[src/rtl/bsg_two_fifo_width_p9.sv]
// Two-entry ready/valid to valid/yumi FIFO feeding the width-9 register stage.
// Registered ready_o and v_o, with no bypass from data_i to data_o.
module bsg_two_fifo_width_p9 #(
  parameter int width_p = 9
) (
  input  logic               clk_i,
  input  logic               reset_n_i,
  input  logic [width_p-1:0] data_i,
  input  logic               valid_i,
  output logic               ready_o,
  output logic [width_p-1:0] data_o,
  output logic               v_o,
  input  logic               yumi_i,
  output logic               error_o
);

  logic [1:0][width_p-1:0] r_mem;
  logic                    r_wptr;
  logic                    r_rptr;
  logic                    r_empty;
  logic                    r_full;
  logic                    r_error;
  logic                    w_enq;
  logic                    w_deq;

  assign ready_o = reset_n_i & ~r_full;
  assign v_o     = ~r_empty;
  assign data_o  = r_mem[r_rptr];
  assign error_o = r_error;

  assign w_enq = valid_i & ready_o;
  assign w_deq = yumi_i & v_o;

  always_ff @(posedge clk_i) begin
    if (!reset_n_i) begin
      r_mem   <= '0;
      r_wptr  <= 1'b0;
      r_rptr  <= 1'b0;
      r_empty <= 1'b1;
      r_full  <= 1'b0;
      r_error <= 1'b0;
    end else begin
      if (w_enq) begin
        r_mem[r_wptr] <= data_i;
        r_wptr        <= ~r_wptr;
      end
      if (w_deq)
        r_rptr <= ~r_rptr;
      if (yumi_i && r_empty)
        r_error <= 1'b1;
      // Enq implies not full, so ~empty means occupancy was exactly 1.
      if (w_enq && !w_deq) begin
        r_empty <= 1'b0;
        r_full  <= ~r_empty;
      end else if (w_deq && !w_enq) begin
        r_full  <= 1'b0;
        r_empty <= ~r_full;
      end
    end
  end

endmodule

[config.mk]
export PLATFORM = sky130hd
export DESIGN_NAME = bsg_two_fifo_width_p9
export DESIGN_NICKNAME = d
export VERILOG_FILES = /design/src/rtl/bsg_two_fifo_width_p9.sv
export SDC_FILE = /design/constraint.sdc
export NUM_CORES = 1
export LEC_CHECK = 0
export ABC_AREA = 1
export BUFFER_PORTS_ARGS = -buffer_cell sky130_fd_sc_hd__buf_2
export CAP_MARGIN = 20
export CORE_MARGIN = 2
export CORE_UTILIZATION = 47
export DETAILED_ROUTE_END_ITERATION = 16
export MAX_ROUTING_LAYER = met4
export PLACE_DENSITY_LB_ADDON = 0.12
export SLEW_MARGIN = 40
export SYNTH_ARGS = -nofsm -noshare
export SYNTH_HDL_FRONTEND = slang
export SYNTH_SLANG_ARGS = --single-unit
[constraint.sdc]
create_clock -name clk_i -period 1.2 [get_ports clk_i]
set_clock_uncertainty 0.05 [all_clocks]
set_input_delay 0.3 -clock clk_i [delete_from_list [all_inputs] [get_ports clk_i]]
set_output_delay 0.3 -clock clk_i [all_outputs]
set_load 0.01 [all_outputs]
==> Word-level counts from Yosys, hierarchy flattened <==
Index checks and enable logic that the tools add are counted.
{ "word_totals": {"out_inout_bits": 12, "in_bits": 13, "regBits": 23, "elab_cells": 33} }
{ "classes": {"n_bitwise": 7, "muxes": 9, "magnitude_cmp": 3, "reduce_logical": 7} }
{ "op_table": {"columns": ["operator", "n"], "rows": [
  ["9-bit two-way mux", 3],
  ["18-bit bitwise mux", 1],
  ["9-bit demux with 1-bit select", 1],
  ["1-bit logical AND", 4],
  ["1-bit by 2-bit less-than comparator with 1-bit output (second input constant)", 2],
  ["1-bit two-way mux", 4],
  ["1-bit NOT", 4],
  ["1-bit bitwise AND", 3],
  ["1-bit logical NOT", 2],
  ["2-bit nonzero test", 1],
  ["1-bit greater-or-equal comparator (second input constant)", 1]
]} }

==> Logic depth before layout (Yosys ltp) <==
{ "logic_depth": {"word_depth": 7, "depth_mapped": 7, "depth_no_buf": 7} }

==> Least setup slack after synthesis <==
No wires, ideal clock.
{ "synth_path": {"path_kind": "register to register", "from": "register r_full", "to": "register r_empty", "n_path_buf": 0, "stages_incl_launch_ff": 7, "setup_slack_ns": -0.071, "t_required_ns": 1.026, "period_less_slack_ns": 1.271, "t_arrival_ns": 1.098, "setup_time_ns": 0.124, "path_cell_list": "dfxtp_1 -> inv_2 -> nand3_4 -> inv_1 -> ha_1 -> a21oi_1 -> o31ai_1"} }
{ "synth_via": {"elab_chain_cells": 6, "word_cells_on_any_way": 9, "classes_between": "mux: 2; bitwise: 3; reduce/logical: 4"} }
{ "synth_rtl": {"columns": ["item", "line_no", "source"], "rows": [
  ["from (decl)", "21", "logic r_full;"],
  ["from (signal assigned)", "54", "r_full <= ~r_empty;"],
  ["1-bit NOT (*)", "26", "assign ready_o = reset_n_i & ~r_full;"],
  ["1-bit bitwise AND (*)", "26", null],
  ["1-bit bitwise AND (*)", "31", "assign w_enq = valid_i & ready_o;"],
  ["named net w_enq", "23", "logic w_enq;"],
  ["1-bit logical NOT", "55", "end else if (w_deq && !w_enq) begin"],
  ["1-bit logical AND", "55", null],
  ["2-bit nonzero test (no source line)", null, null],
  ["to (signal assigned)", "57", "r_empty <= ~r_full;"],
  ["to (decl)", "20", "logic r_empty;"]
]} }
Mark *: on every way through the listed nets, which the timed path passes. The rest lies on a longest branch. The select of a mux whose other input is x is not followed.
A chain may end at the register's enable or synchronous reset.

==> Worst setup path after layout <==
{ "layout_path": {"from": "register r_rptr", "to": "output port data_o[8]"} }
{ "layout_via": {"elab_chain_cells": 2} }
{ "layout_rtl": {"columns": ["item", "line_no", "source"], "rows": [
  ["from (decl)", "19", "logic r_rptr;"],
  ["from (signal assigned)", "48", "r_rptr <= ~r_rptr;"],
  ["9-bit two-way mux (implied by the code) (2 in series)", "28", "assign data_o = r_mem[r_rptr];"],
  ["to (decl)", "11", "output logic [width_p-1:0] data_o,"]
]} }
No other way between the ends. The select of a mux whose other input is x is not followed.

==> key figures <==
Power and ir drop
  • Worst vdd rail ir drop: 0.718 mV
  • Areal power density over the cells: ~1100 nW/um^2
  • Total power draw: between 1.5 and 2 mW
  • Leakage: 0.754 nW

Finish
  • Non-filler instance count after layout: 229
  • Core utilization of the finished layout: 67.4%
  • NumNets Final: 216
  • Number of filler cells placed in the layout: around 210
  • Fraction of layout cells with a size suffix above 1: 37.8%
  • Diode count: 0
  • Post-layout instance area: 1490 sq um
  • Area growth from synthesis to final layout: 34.6%

Synth
  • Gate count after technology mapping: 162
  • Number of storage elements in the synthesis netlist: 23
  • Register area share after synthesis: ~42%
  • Number of distinct library cells after synthesis: 18
  • Count of synthesis-stage warnings from yosys: 0
  • Post-synth design cell area: 1110 sq um
  • Synth Area per Inst: ~6.8 sq um
  • Post-synth net total: 176

Worst setup path
  • Register-to-register setup slack: approximately 0.040 ns
  • Cell chain of the critical path: inv_4, buf_8, nand2_1, o21ai_1, buf_2
  • Max stage delay on crit path: 0.35 ns
  • Critical path buffers and inverters: 3
  • Worst-case reg-to-reg path depth: 6
  • Critical register-to-register path endpoint: r_mem[3]
  • Beginning of the worst register-to-register path: r_full
  • Setup Crit Path Kind: flop to primary output
  • Data arrival at the endpoint of the critical path: approximately 1.1 ns
  • Element type at the critical path end: primary output
  • Biggest fanout along the worst timing path: 8
  • Crit start category: flop
  • Required time at the endpoint of the critical path: 0.85 ns
  • Library cell contributing the largest single delay on the critical path: sky130_fd_sc_hd__dfxtp_2
  • Crit-path leading delay family: buffers and inverters

Timing
  • Total negative slack: -2.32 ns
  • Endpoints failing hold: 0
  • Transition time at the pin with the least slew margin: about 0.22 ns
  • Share of the clock period used by the worst path after layout: 123%
  • Slew Viols, Final: 0
  • Maximum frequency from static timing analysis: 0.679 GHz
  • Setup repair after global routing missed its margin: yes
  • Worst Hold Margin: around 0.17 ns
  • Final critical path time including I/O delays and setup: 1.47 ns
  • Worst-case headroom to the max-slew limit: about 85%
  • Count of endpoints failing setup in the final report: 10
  • Worst setup slack after layout: -0.273 ns

Global route
  • GRT Residual Overflow: 0
  • Wire length of the first global-routing pass: 3850 microns
  • Vias in the first global route: 962
  • Largest net degree at the start of global routing: 20
  • Number of antenna violations at the first check in global routing: 0
  • Total global-route track usage: 19.2%

Die
  • Top-Level Pins: 25
  • Total core area: around 2200 sq um
  • Num rows: 17
  • Starting density of the core: between 50% and 60%
  • Overall die area: roughly 2800 sq um
  • Height of the die: ~53 microns
  • Width of the die: 52.5 microns

Drt
  • Drt first pass iters: 4
  • Average detailed-routed wire length per instance: 10.4 microns
  • Vias per Instance: 4.78
  • Number of routed nets with antenna violations: 0
  • Detailed Route WL: 2380 microns
  • Count of vias placed by the detailed router: 1095
  • DRC: 0
  • Drt initial violations: 16

Worst hold path
  • Worst hold-check path type: input port to flop
  • Worst Hold Depth: 3
  • Hold Path End: r_mem[13]
  • Hold wc startpoint: data_i[4]

Place
  • Final weighted congestion in routability-driven placement: 0.760
  • # placed instances: 219
  • Post-placement cell area: 1320 sq um
  • Number of input and output port buffers inserted: 24
  • Worst setup timing slack at the placement stage: -0.0127 ns
  • HPWL Detailed: 1610 microns

Status
  • Violations in the final reports: negative setup slack
  • Outcome: complete, but fails checks

Clock network
  • Clock root buffer master: sky130_fd_sc_hd__clkbuf_4
  • Clock latency reported for the late side of the worst-skew pair: between 0.3 and 0.4 ns
  • Reg clk slew, reported paths: 0.14 ns
  • Number of levels the H-tree was split into: 1
  • Clock tree from TritonCTS: yes
  • Clock Tree Buf Depth: 2
  • Sinks on the clock net: 23
  • Clock buffers created by TritonCTS: 3

Flow run
  • Max-cap violations: 0
[worst max-delay path by stage]
stage | start | to | slack (ns) | cells past startpoint
after detailed placement | reset_n_i | r_empty | -0.01 | 6
after global routing | r_rptr | data_o[7] | -0.34 | 5
after global placement | reset_n_i | r_empty | 0.01 | 6
after floorplan | reset_n_i | r_empty | 0.02 | 6
after CTS | r_rptr | data_o[1] | -0.26 | 5
final | r_rptr | data_o[8] | -0.27 | 5
[cell usage after synthesis]
cell type,instances,area (sq um)
sky130_fd_sc_hd__dfxtp_1,23,460
sky130_fd_sc_hd__buf_6,2,22.5
sky130_fd_sc_hd__nor2_4,2,22.5
sky130_fd_sc_hd__nor2_1,36,135
sky130_fd_sc_hd__clkbuf_1,3,11.3
sky130_fd_sc_hd__a21oi_1,5,25.0
sky130_fd_sc_hd__o31ai_1,1,7.51
sky130_fd_sc_hd__nand3_4,1,17.5
sky130_fd_sc_hd__inv_1,21,78.8
sky130_fd_sc_hd__ha_1,1,12.5
sky130_fd_sc_hd__nand4_1,9,56.3
sky130_fd_sc_hd__buf_4,1,7.51
sky130_fd_sc_hd__buf_2,1,5.00
sky130_fd_sc_hd__inv_2,3,11.3
sky130_fd_sc_hd__o21ai_0,10,50.1
sky130_fd_sc_hd__nor2_2,2,12.5
sky130_fd_sc_hd__nand4_4,1,21.3
sky130_fd_sc_hd__nand2_1,40,150
[metal layers]
layer | GRT usage, % | vias up | part of all wire (%)
met5 | - | - | 0
met4 | 5.13 | 0 | 0.88
met3 | 3.43 | 4 | 4.4
met2 | 33.1 | 23 | 47
met1 | 23.0 | 484 | 47
li1 | - | 584 | -
[tightest hold or removal path, cell delays in order]
cell                     delay [ns]
sky130_fd_sc_hd__buf_2         0.09
sky130_fd_sc_hd__nor2_1        0.04
sky130_fd_sc_hd__nor2_1        0.08
[layout make-up]
cell class              count  area, sq um  area share (%)
well taps                  28         35.0            2.35
flip-flops and latches     23          467            31.3
clock buffers               3         22.5            1.51
clock inverters             1         5.00           0.336
inverters                  24          100            6.72
multi-input cells         110          593            39.8
repair buffers             40          268            18.0
[placed cells by master (no fill, tap or decap), drive strengths merged]
cell    Yosys  routed
nand4      10      11
nand2      40      40
o21ai      10      10
ha          1       1
inv        24      24
nor2       40      41
a21oi       5       5
o31ai       1       1
clkinv      0       1
nand3       1       1
clkbuf      3       3
buf         4      40
dfxtp      23      23
[flip-flops by register name (all words and copies together), names as in the netlist]
register,cells
r_mem,18
error_o,1
r_empty,1
r_full,1
r_rptr,1
r_wptr,1
[power breakdown]
group / leakage, nW / switching, mW / internal (mW)
Sequential: 0.189 / 0.0406 / 0.821
Combinational: 0.547 / 0.241 / 0.212
Clock: 0.0177 / 0.244 / 0.124
Total: 0.754 / 0.526 / 1.16
[cell families (layout without fill, tap and decap cells)]
| family | Yosys count | count (layout) | share of synthesized area (%) |
|---|---|---|---|
| fa+ha+maj | 1 | 1 | 1.13 |
| buf+inv | 31 | 68 | 12.3 |
| flops | 23 | 23 | 41.6 |
| simple gates | 91 | 93 | 37.5 |
| compound gates | 16 | 16 | 7.46 |
[timing repair]
| item | CTS | global route |
|---|---|---|
| cloned | 0 | 2 |
| pin swaps | 1 | 5 |
| hold buffers | 0 | 0 |
| endpoints found under the setup margin | 11 | 31 |
| setup buffers | 2 | 2 |
| resized for setup | 16 | 23 |
Note: power is estimated with default switching activity, not from simulation.
